===== config.mk =====
export PLATFORM = sky130hd
export DESIGN_NAME = alu_seq16
export DESIGN_NICKNAME = d
export VERILOG_FILES = /design/src/rtl/octa_alu_pkg.sv /design/src/rtl/alu_seq16_ucode.sv /design/src/rtl/alu_seq16.sv
export SDC_FILE = /design/constraint.sdc
export NUM_CORES = 1
export LEC_CHECK = 0
export BUFFER_PORTS_ARGS = -buffer_cell sky130_fd_sc_hd__buf_4
export CAP_MARGIN = 40
export CORE_MARGIN = 2
export CORE_UTILIZATION = 31
export CTS_CLUSTER_DIAMETER = 80
export DETAILED_ROUTE_END_ITERATION = 16
export GPL_TIMING_DRIVEN = 0
export PLACE_DENSITY = 0.54
export SLEW_MARGIN = 25
export SYNTH_ARGS = -nofsm -noshare
export SYNTH_HDL_FRONTEND = slang
export SYNTH_SLANG_ARGS = --single-unit
export TNS_END_PERCENT = 100

===== constraint.sdc =====
create_clock -name clk -period 2.85 [get_ports clk]
set_input_delay 0.1425 -clock clk [delete_from_list [all_inputs] [get_ports clk]]
set_output_delay 0.1425 -clock clk [all_outputs]
set_load 0.02 [all_outputs]

===== src/rtl/octa_alu_pkg.sv =====
// Shared definitions for the 8-bit ALU and the 16-bit operation sequencer:
// ALU control codes, sequencer op codes, FSM states and per-op step counts.
package octa_alu_pkg;

   localparam int ALU_W = 8;

   localparam logic [2:0] ALU_ADD   = 3'b000;
   localparam logic [2:0] ALU_LOGIC = 3'b001;
   localparam logic [2:0] ALU_SLTU  = 3'b010;
   localparam logic [2:0] ALU_SHIFT = 3'b011;
   localparam logic [2:0] ALU_SRA   = 3'b100;

   localparam logic [2:0] OP_ADD16  = 3'b000;
   localparam logic [2:0] OP_SUB16  = 3'b001;
   localparam logic [2:0] OP_NAND16 = 3'b010;
   localparam logic [2:0] OP_NOR16  = 3'b011;
   localparam logic [2:0] OP_SLTU16 = 3'b100;

   typedef enum logic [1:0] {
      ST_IDLE = 2'b00,
      ST_EXEC = 2'b01,
      ST_DONE = 2'b10
   } seq_state_e;

   // Where the ALU result of the current step is written.
   typedef enum logic [2:0] {
      DEST_NONE  = 3'd0,
      DEST_R_LO  = 3'd1,
      DEST_CARRY = 3'd2,
      DEST_T     = 3'd3,
      DEST_R_HI  = 3'd4,
      DEST_LT    = 3'd5,
      DEST_GT    = 3'd6,
      DEST_LL    = 3'd7
   } dest_e;

   function automatic logic op_legal(input logic [2:0] op);
      logic legal_v;
      case (op)
         OP_ADD16, OP_SUB16, OP_NAND16, OP_NOR16, OP_SLTU16: legal_v = 1'b1;
         default:                                             legal_v = 1'b0;
      endcase
      return legal_v;
   endfunction

   // Index of the final micro-op step for each op.
   function automatic logic [1:0] op_last_step(input logic [2:0] op);
      logic [1:0] last_v;
      case (op)
         OP_ADD16, OP_SUB16:  last_v = 2'd3;
         OP_NAND16, OP_NOR16: last_v = 2'd1;
         OP_SLTU16:           last_v = 2'd2;
         default:             last_v = 2'd0;
      endcase
      return last_v;
   endfunction

endpackage


===== src/rtl/alu_seq16_ucode.sv =====
// Micro-op table: maps (op, step, latched operands, temporaries) onto the ALU
// inputs for the current cycle and names the register that captures the result.
module alu_seq16_ucode
   import octa_alu_pkg::*;
#(
   parameter int DATA_W = 8
) (
   input  logic                exec,
   input  logic [2:0]          op,
   input  logic [1:0]          step,
   input  logic [2*DATA_W-1:0] a,
   input  logic [2*DATA_W-1:0] b,
   input  logic [DATA_W-1:0]   r_lo,
   input  logic [DATA_W-1:0]   t,
   input  logic                carry,
   output logic [DATA_W-1:0]   alu_a,
   output logic [DATA_W-1:0]   alu_b,
   output logic [2:0]          alu_ctrl,
   output logic                alu_flag,
   output dest_e               dest
);

   logic [DATA_W-1:0] a_lo_s, a_hi_s, b_lo_s, b_hi_s, carry_s;

   assign a_lo_s  = a[DATA_W-1:0];
   assign a_hi_s  = a[2*DATA_W-1:DATA_W];
   assign b_lo_s  = b[DATA_W-1:0];
   assign b_hi_s  = b[2*DATA_W-1:DATA_W];
   assign carry_s = {{(DATA_W-1){1'b0}}, carry};

   // Per-step ALU drive; outside EXEC the ALU sees all-zero idle inputs.
   always_comb begin
      alu_a    = {DATA_W{1'b0}};
      alu_b    = {DATA_W{1'b0}};
      alu_ctrl = ALU_ADD;
      alu_flag = 1'b0;
      dest     = DEST_NONE;
      if (exec) begin
         case (op)
            OP_ADD16, OP_SUB16: begin
               // SUB reuses the ADD schedule with flag=1, except the borrow compare order.
               case (step)
                  2'd0: begin
                     alu_a = a_lo_s;  alu_b = b_lo_s;
                     alu_flag = (op == OP_SUB16);  dest = DEST_R_LO;
                  end
                  2'd1: begin
                     alu_ctrl = ALU_SLTU;  dest = DEST_CARRY;
                     if (op == OP_SUB16) begin
                        alu_a = a_lo_s;  alu_b = b_lo_s;
                     end else begin
                        alu_a = r_lo;    alu_b = a_lo_s;
                     end
                  end
                  2'd2: begin
                     alu_a = a_hi_s;  alu_b = b_hi_s;
                     alu_flag = (op == OP_SUB16);  dest = DEST_T;
                  end
                  2'd3: begin
                     alu_a = t;  alu_b = carry_s;
                     alu_flag = (op == OP_SUB16);  dest = DEST_R_HI;
                  end
                  default: dest = DEST_NONE;
               endcase
            end
            OP_NAND16, OP_NOR16: begin
               alu_ctrl = ALU_LOGIC;
               alu_flag = (op == OP_NAND16);
               if (step == 2'd0) begin
                  alu_a = a_lo_s;  alu_b = b_lo_s;  dest = DEST_R_LO;
               end else begin
                  alu_a = a_hi_s;  alu_b = b_hi_s;  dest = DEST_R_HI;
               end
            end
            OP_SLTU16: begin
               alu_ctrl = ALU_SLTU;
               case (step)
                  2'd0: begin alu_a = a_hi_s; alu_b = b_hi_s; dest = DEST_LT; end
                  2'd1: begin alu_a = b_hi_s; alu_b = a_hi_s; dest = DEST_GT; end
                  2'd2: begin alu_a = a_lo_s; alu_b = b_lo_s; dest = DEST_LL; end
                  default: dest = DEST_NONE;
               endcase
            end
            default: dest = DEST_NONE;
         endcase
      end else begin
         dest = DEST_NONE;
      end
   end

endmodule


===== src/rtl/alu_seq16.sv =====
// 16-bit operation sequencer over the shared 8-bit ALU: accepts one request,
// issues one byte-wide micro-op per cycle and returns a registered result.
module alu_seq16
   import octa_alu_pkg::*;
#(
   parameter int DATA_W = 8
) (
   input  logic                clk,
   input  logic                rst,
   input  logic                req_valid,
   output logic                req_ready,
   input  logic [2:0]          req_op,
   input  logic [2*DATA_W-1:0] req_a,
   input  logic [2*DATA_W-1:0] req_b,
   output logic                rsp_valid,
   input  logic                rsp_ready,
   output logic [2*DATA_W-1:0] rsp_data,
   output logic                rsp_err,
   output logic [DATA_W-1:0]   alu_a,
   output logic [DATA_W-1:0]   alu_b,
   output logic [2:0]          alu_ctrl,
   output logic                alu_flag,
   input  logic [DATA_W-1:0]   alu_out,
   output logic                busy
);

   seq_state_e          state_r;
   logic [1:0]          step_r;
   logic [2:0]          op_r;
   logic [2*DATA_W-1:0] a_r, b_r;
   logic [DATA_W-1:0]   r_lo_r, t_r;
   logic                carry_r, lt_r, gt_r;
   logic                req_ready_r, rsp_valid_r, rsp_err_r, busy_r;
   logic [2*DATA_W-1:0] rsp_data_r;
   dest_e               dest_s;
   logic [2*DATA_W-1:0] result_s;

   alu_seq16_ucode #(.DATA_W(DATA_W)) u_ucode (
      .exec     (state_r == ST_EXEC),
      .op       (op_r),
      .step     (step_r),
      .a        (a_r),
      .b        (b_r),
      .r_lo     (r_lo_r),
      .t        (t_r),
      .carry    (carry_r),
      .alu_a    (alu_a),
      .alu_b    (alu_b),
      .alu_ctrl (alu_ctrl),
      .alu_flag (alu_flag),
      .dest     (dest_s)
   );

   // Final result: the last step's ALU output joins the saved low byte, or closes the compare.
   always_comb begin
      result_s = {(2*DATA_W){1'b0}};
      if (dest_s == DEST_LL) begin
         result_s = {{(2*DATA_W-1){1'b0}}, lt_r | (~gt_r & alu_out[0])};
      end else begin
         result_s = {alu_out, r_lo_r};
      end
   end

   // Sequencer FSM, step counter, operand/temporary registers and registered outputs.
   always_ff @(posedge clk or posedge rst) begin
      if (rst) begin
         state_r     <= ST_IDLE;
         step_r      <= 2'd0;
         op_r        <= 3'b000;
         a_r         <= {(2*DATA_W){1'b0}};
         b_r         <= {(2*DATA_W){1'b0}};
         r_lo_r      <= {DATA_W{1'b0}};
         t_r         <= {DATA_W{1'b0}};
         carry_r     <= 1'b0;
         lt_r        <= 1'b0;
         gt_r        <= 1'b0;
         req_ready_r <= 1'b1;
         rsp_valid_r <= 1'b0;
         rsp_err_r   <= 1'b0;
         rsp_data_r  <= {(2*DATA_W){1'b0}};
         busy_r      <= 1'b0;
      end else begin
         case (state_r)
            ST_IDLE: begin
               if (req_valid) begin
                  op_r        <= req_op;
                  a_r         <= req_a;
                  b_r         <= req_b;
                  step_r      <= 2'd0;
                  req_ready_r <= 1'b0;
                  busy_r      <= 1'b1;
                  if (op_legal(req_op)) begin
                     state_r <= ST_EXEC;
                  end else begin
                     // Illegal ops bypass the ALU entirely.
                     state_r     <= ST_DONE;
                     rsp_valid_r <= 1'b1;
                     rsp_err_r   <= 1'b1;
                     rsp_data_r  <= {(2*DATA_W){1'b0}};
                  end
               end
            end
            ST_EXEC: begin
               case (dest_s)
                  DEST_R_LO:  r_lo_r  <= alu_out;
                  DEST_CARRY: carry_r <= alu_out[0];
                  DEST_T:     t_r     <= alu_out;
                  DEST_LT:    lt_r    <= alu_out[0];
                  DEST_GT:    gt_r    <= alu_out[0];
                  default:    ;
               endcase
               if (step_r == op_last_step(op_r)) begin
                  state_r     <= ST_DONE;
                  rsp_valid_r <= 1'b1;
                  rsp_err_r   <= 1'b0;
                  rsp_data_r  <= result_s;
               end else begin
                  step_r <= step_r + 2'd1;
               end
            end
            ST_DONE: begin
               if (rsp_ready) begin
                  state_r     <= ST_IDLE;
                  rsp_valid_r <= 1'b0;
                  req_ready_r <= 1'b1;
                  busy_r      <= 1'b0;
               end
            end
            default: begin
               state_r     <= ST_IDLE;
               rsp_valid_r <= 1'b0;
               req_ready_r <= 1'b1;
               busy_r      <= 1'b0;
            end
         endcase
      end
   end

   assign req_ready = req_ready_r;
   assign rsp_valid = rsp_valid_r;
   assign rsp_err   = rsp_err_r;
   assign rsp_data  = rsp_data_r;
   assign busy      = busy_r;

endmodule

==> results.cfg <==
[yosys]
synth_top_area_share_pct = 45.2
synth-seq-area-share_pct = 45.8
synth_area_mm2 = 0.00426
ys_seq_elements = 78
synth-main-ff-cell = dfrtp_1
ys_top_cells_by_area = dfrtp_1, mux2_2, a21oi_1
synth_edf_count = 0
ys_types = 48
synth_top_area_cell = dfrtp_1
ys.warnings.count = 0
synth_nets = 468
avgSynthCellArea_um2 = 10.2
yosys-top-cells-count = dfrtp_1, mux2_2, a21oi_1
synthMostInstantiatedCell = dfrtp_1
netlist_instances = 416
synthArstFlopShare_pct = 100

[timing]
max_freq_mhz = 366
worstMarginPinSlew_ns = 0.622
hold_viol_final = 0
period_minus_slack_ns = 2.74
fin_crit_sh_pct = 96.0
rsz0062_at_grt = yes
worst_slack_ns = 0.114
slew_headroom_pct = 58.5
fin_worst_skew_ns = 0.00909
setup_viol = 0
maxSlewViolCount = 0

[worst_setup_path]
arrival_ns = 2.59
critPathCaptureType = output port
critPathMaxFanout = 10
worstSetupStartpointType = flop
crit_required_ns = 2.71
r2r_start = step_r[0]
r2r_cells = 9
crit_path_start = op_r[1]
r2r_end = rsp_data[2]
rrSetupSlack_ns = 0.32
crit_path_end = alu_a[7]
criticalPathCategory = flop to output port

[placed_design]
place_area_mm2 = 0.00515
pre_cts_ws_ns = 0.0959
gp_congestion = 0.913
port_buffers = 85
dp_hpwl_um = 9920

[power_and_ir_drop]
pwr-share-seq_pct = 33.4
switchingPower_w = 0.00293
internal-power_w = 0.00368
pwr-share-comb_pct = 50.5
p_total_w = 0.00661
p_clk_share_pct = 16.1
p_sw_share_pct = 44.3
ir_drop_uv = 419
p_per_area_mw_per_mm2 = 1210
leakagePower_nw = 2.36

[hold_path]
hold_path.class = primary input to flop

[clocking]
cts_buffers = 9
clock_latency_ns = 0.34
cts_buffer_depth = 2
cts.sinks = 78
cts_tree = built
h-tree-depth = 3
cts.clk_slew.worst_paths_ns = 0.06
cts_root_buf = clkbuf_16
cts_setup_buffers = 0

[floorplan]
core_mm2 = 0.0133
die_w_um = 121
rows = 42
initial_core_util_pct = 31.9
ios = 87
dieHeight_um = 121
dieArea_mm2 = 0.0147

[global_route]
antenna_found_initial = 0
grt_usage_pct = 18.2
grt_max_degree = 46
grt_pass1_vias = 3607
grt-ovfl-total = 0
grt_pass1_wl_um = 20400

[route]
drcViolationCount = 0
drt_wl_total_um = 12900
ant_nets = 0
wire_per_inst_um = 18.5
first_pass_iters = 5
via_per_inst = 5.32
vias = 3691
first_iter_violations = 336

[finish]
design_area_mm2 = 0.00548
layout.nets = 565
layout-drive-gt1-share_pct = 36.1
area_growth_pct = 28.6
diodes = 0

[status]
outcome = finished clean

[job]
maxCapViolations = 0
power by group through the flow:
stage	Clock, W	Sequential, W	Combinational [W]
after global placement	0	0.00221	0.00325
after floorplan	0	0.00212	0.00222
after detailed placement	0	0.00222	0.00327
final	0.00106	0.00221	0.00334
after CTS	0.00109	0.00220	0.00330
after global routing	0.00114	0.00229	0.00366
cells by family after synthesis:
family	after synthesis	share of synthesized area, %
XOR/XNOR	2	0.411
adder cells (fa/ha/maj)	5	1.47
multiplexers	58	15.2
AO/OA/AOI/OAI	142	23.0
buffers and inverters	43	4.43
AND/OR/NAND/NOR	87	9.55
flip-flops	78	45.8
other	1	0.0880
through the flow:
stage / std cells / hold slack (ns) / utilization [%] / TNS, ns
2_1_floorplan: 416 / 0.259 / - / 0
3_3_place_gp: 677 / 0.367 / 38.3 / -22.15
3_5_place_dp: 678 / 0.195 / 38.6 / 0
4_1_cts: 694 / 0.0119 / 40.7 / 0
5_1_grt: 694 / 0.0244 / 41.0 / -0.00429
6_report: 694 / 0.0217 / 41.0 / 0
area by class of cell:
type                    instances  area [um^2]
fillers                      1359         7870
multi-input cells             295         2160
repair buffers                 87          676
clock buffers                  10          229
inverters                       8         32.5
clock inverters                 6         46.3
plain buffers                  34          165
flip-flops and latches         78         1950
well taps                     176          220
routing by layer:
| metal | vias to the layer above | part of all wire, % | track usage (%) |
|---|---|---|---|
| li1 | 1755 | - | - |
| met1 | 1789 | 47 | 25.5 |
| met2 | 130 | 46 | 27.7 |
| met3 | 17 | 5.4 | 4.04 |
| met4 | 0 | 1.8 | 6.61 |
| met5 | - | 0 | 0 |
repair_timing:
item,in CTS,in global routing
setup endpoints to repair,10,20
pin swaps,0,0
resized for setup,4,15
hold buffers,1,0
endpoints found under the hold margin,32,0
sequential cells by signal (all words and copies together) (netlist names):
| register | flops |
|---|---|
| op_r | 3 |
| carry_r | 1 |
| t_r | 8 |
| rsp_err | 1 |
| rsp_valid | 1 |
| step_r | 2 |
| r_lo_r | 8 |
| busy | 1 |
| rsp_data | 16 |
| a_r | 16 |
| state_r | 2 |
| gt_r | 1 |
| req_ready | 1 |
| lt_r | 1 |
| b_r | 16 |
placed cells by master (no fill, tap or decap), drive strengths merged, types with 3 or more instances in the layout:
master and count:
buf 103, nor2 31, ha 5, a31oi 9, a22oi 10, inv 9, o21ai 27, or2 3
mux2 53, clkbuf 27, nand2 21, clkinv 3, nand3 11, a22o 17, a222oi 9, mux2i 5
nor2b 5, o211ai 10, a21oi 36, nand2b 5, nor3 5, a211o 5, dfrtp 77, a32oi 6
how the worst min path moves through the flow:
stage	slack, ns	start	to	cells past startpoint
floorplan	0.26	req_op[0]	op_r[0]	2
global placement	0.37	req_op[1]	op_r[1]	3
detailed placement	0.20	rst	rsp_valid	2
CTS	0.01	req_op[1]	op_r[1]	3
global route	0.02	req_b[0]	b_r[0]	2
finish	0.02	req_op[1]	op_r[1]	3
critical path, stage by stage, from the launching register on:
cell,delay [ns]
dfrtp_1,0.36
buf_4,0.16
buf_2,0.19
nor4b_2,0.33
clkbuf_4,0.28
nand2_1,0.06
o21ai_1,0.26
nand2_1,0.10
a31oi_1,0.30
buf_4,0.20
Note: power is estimated with default switching activity, not from simulation.
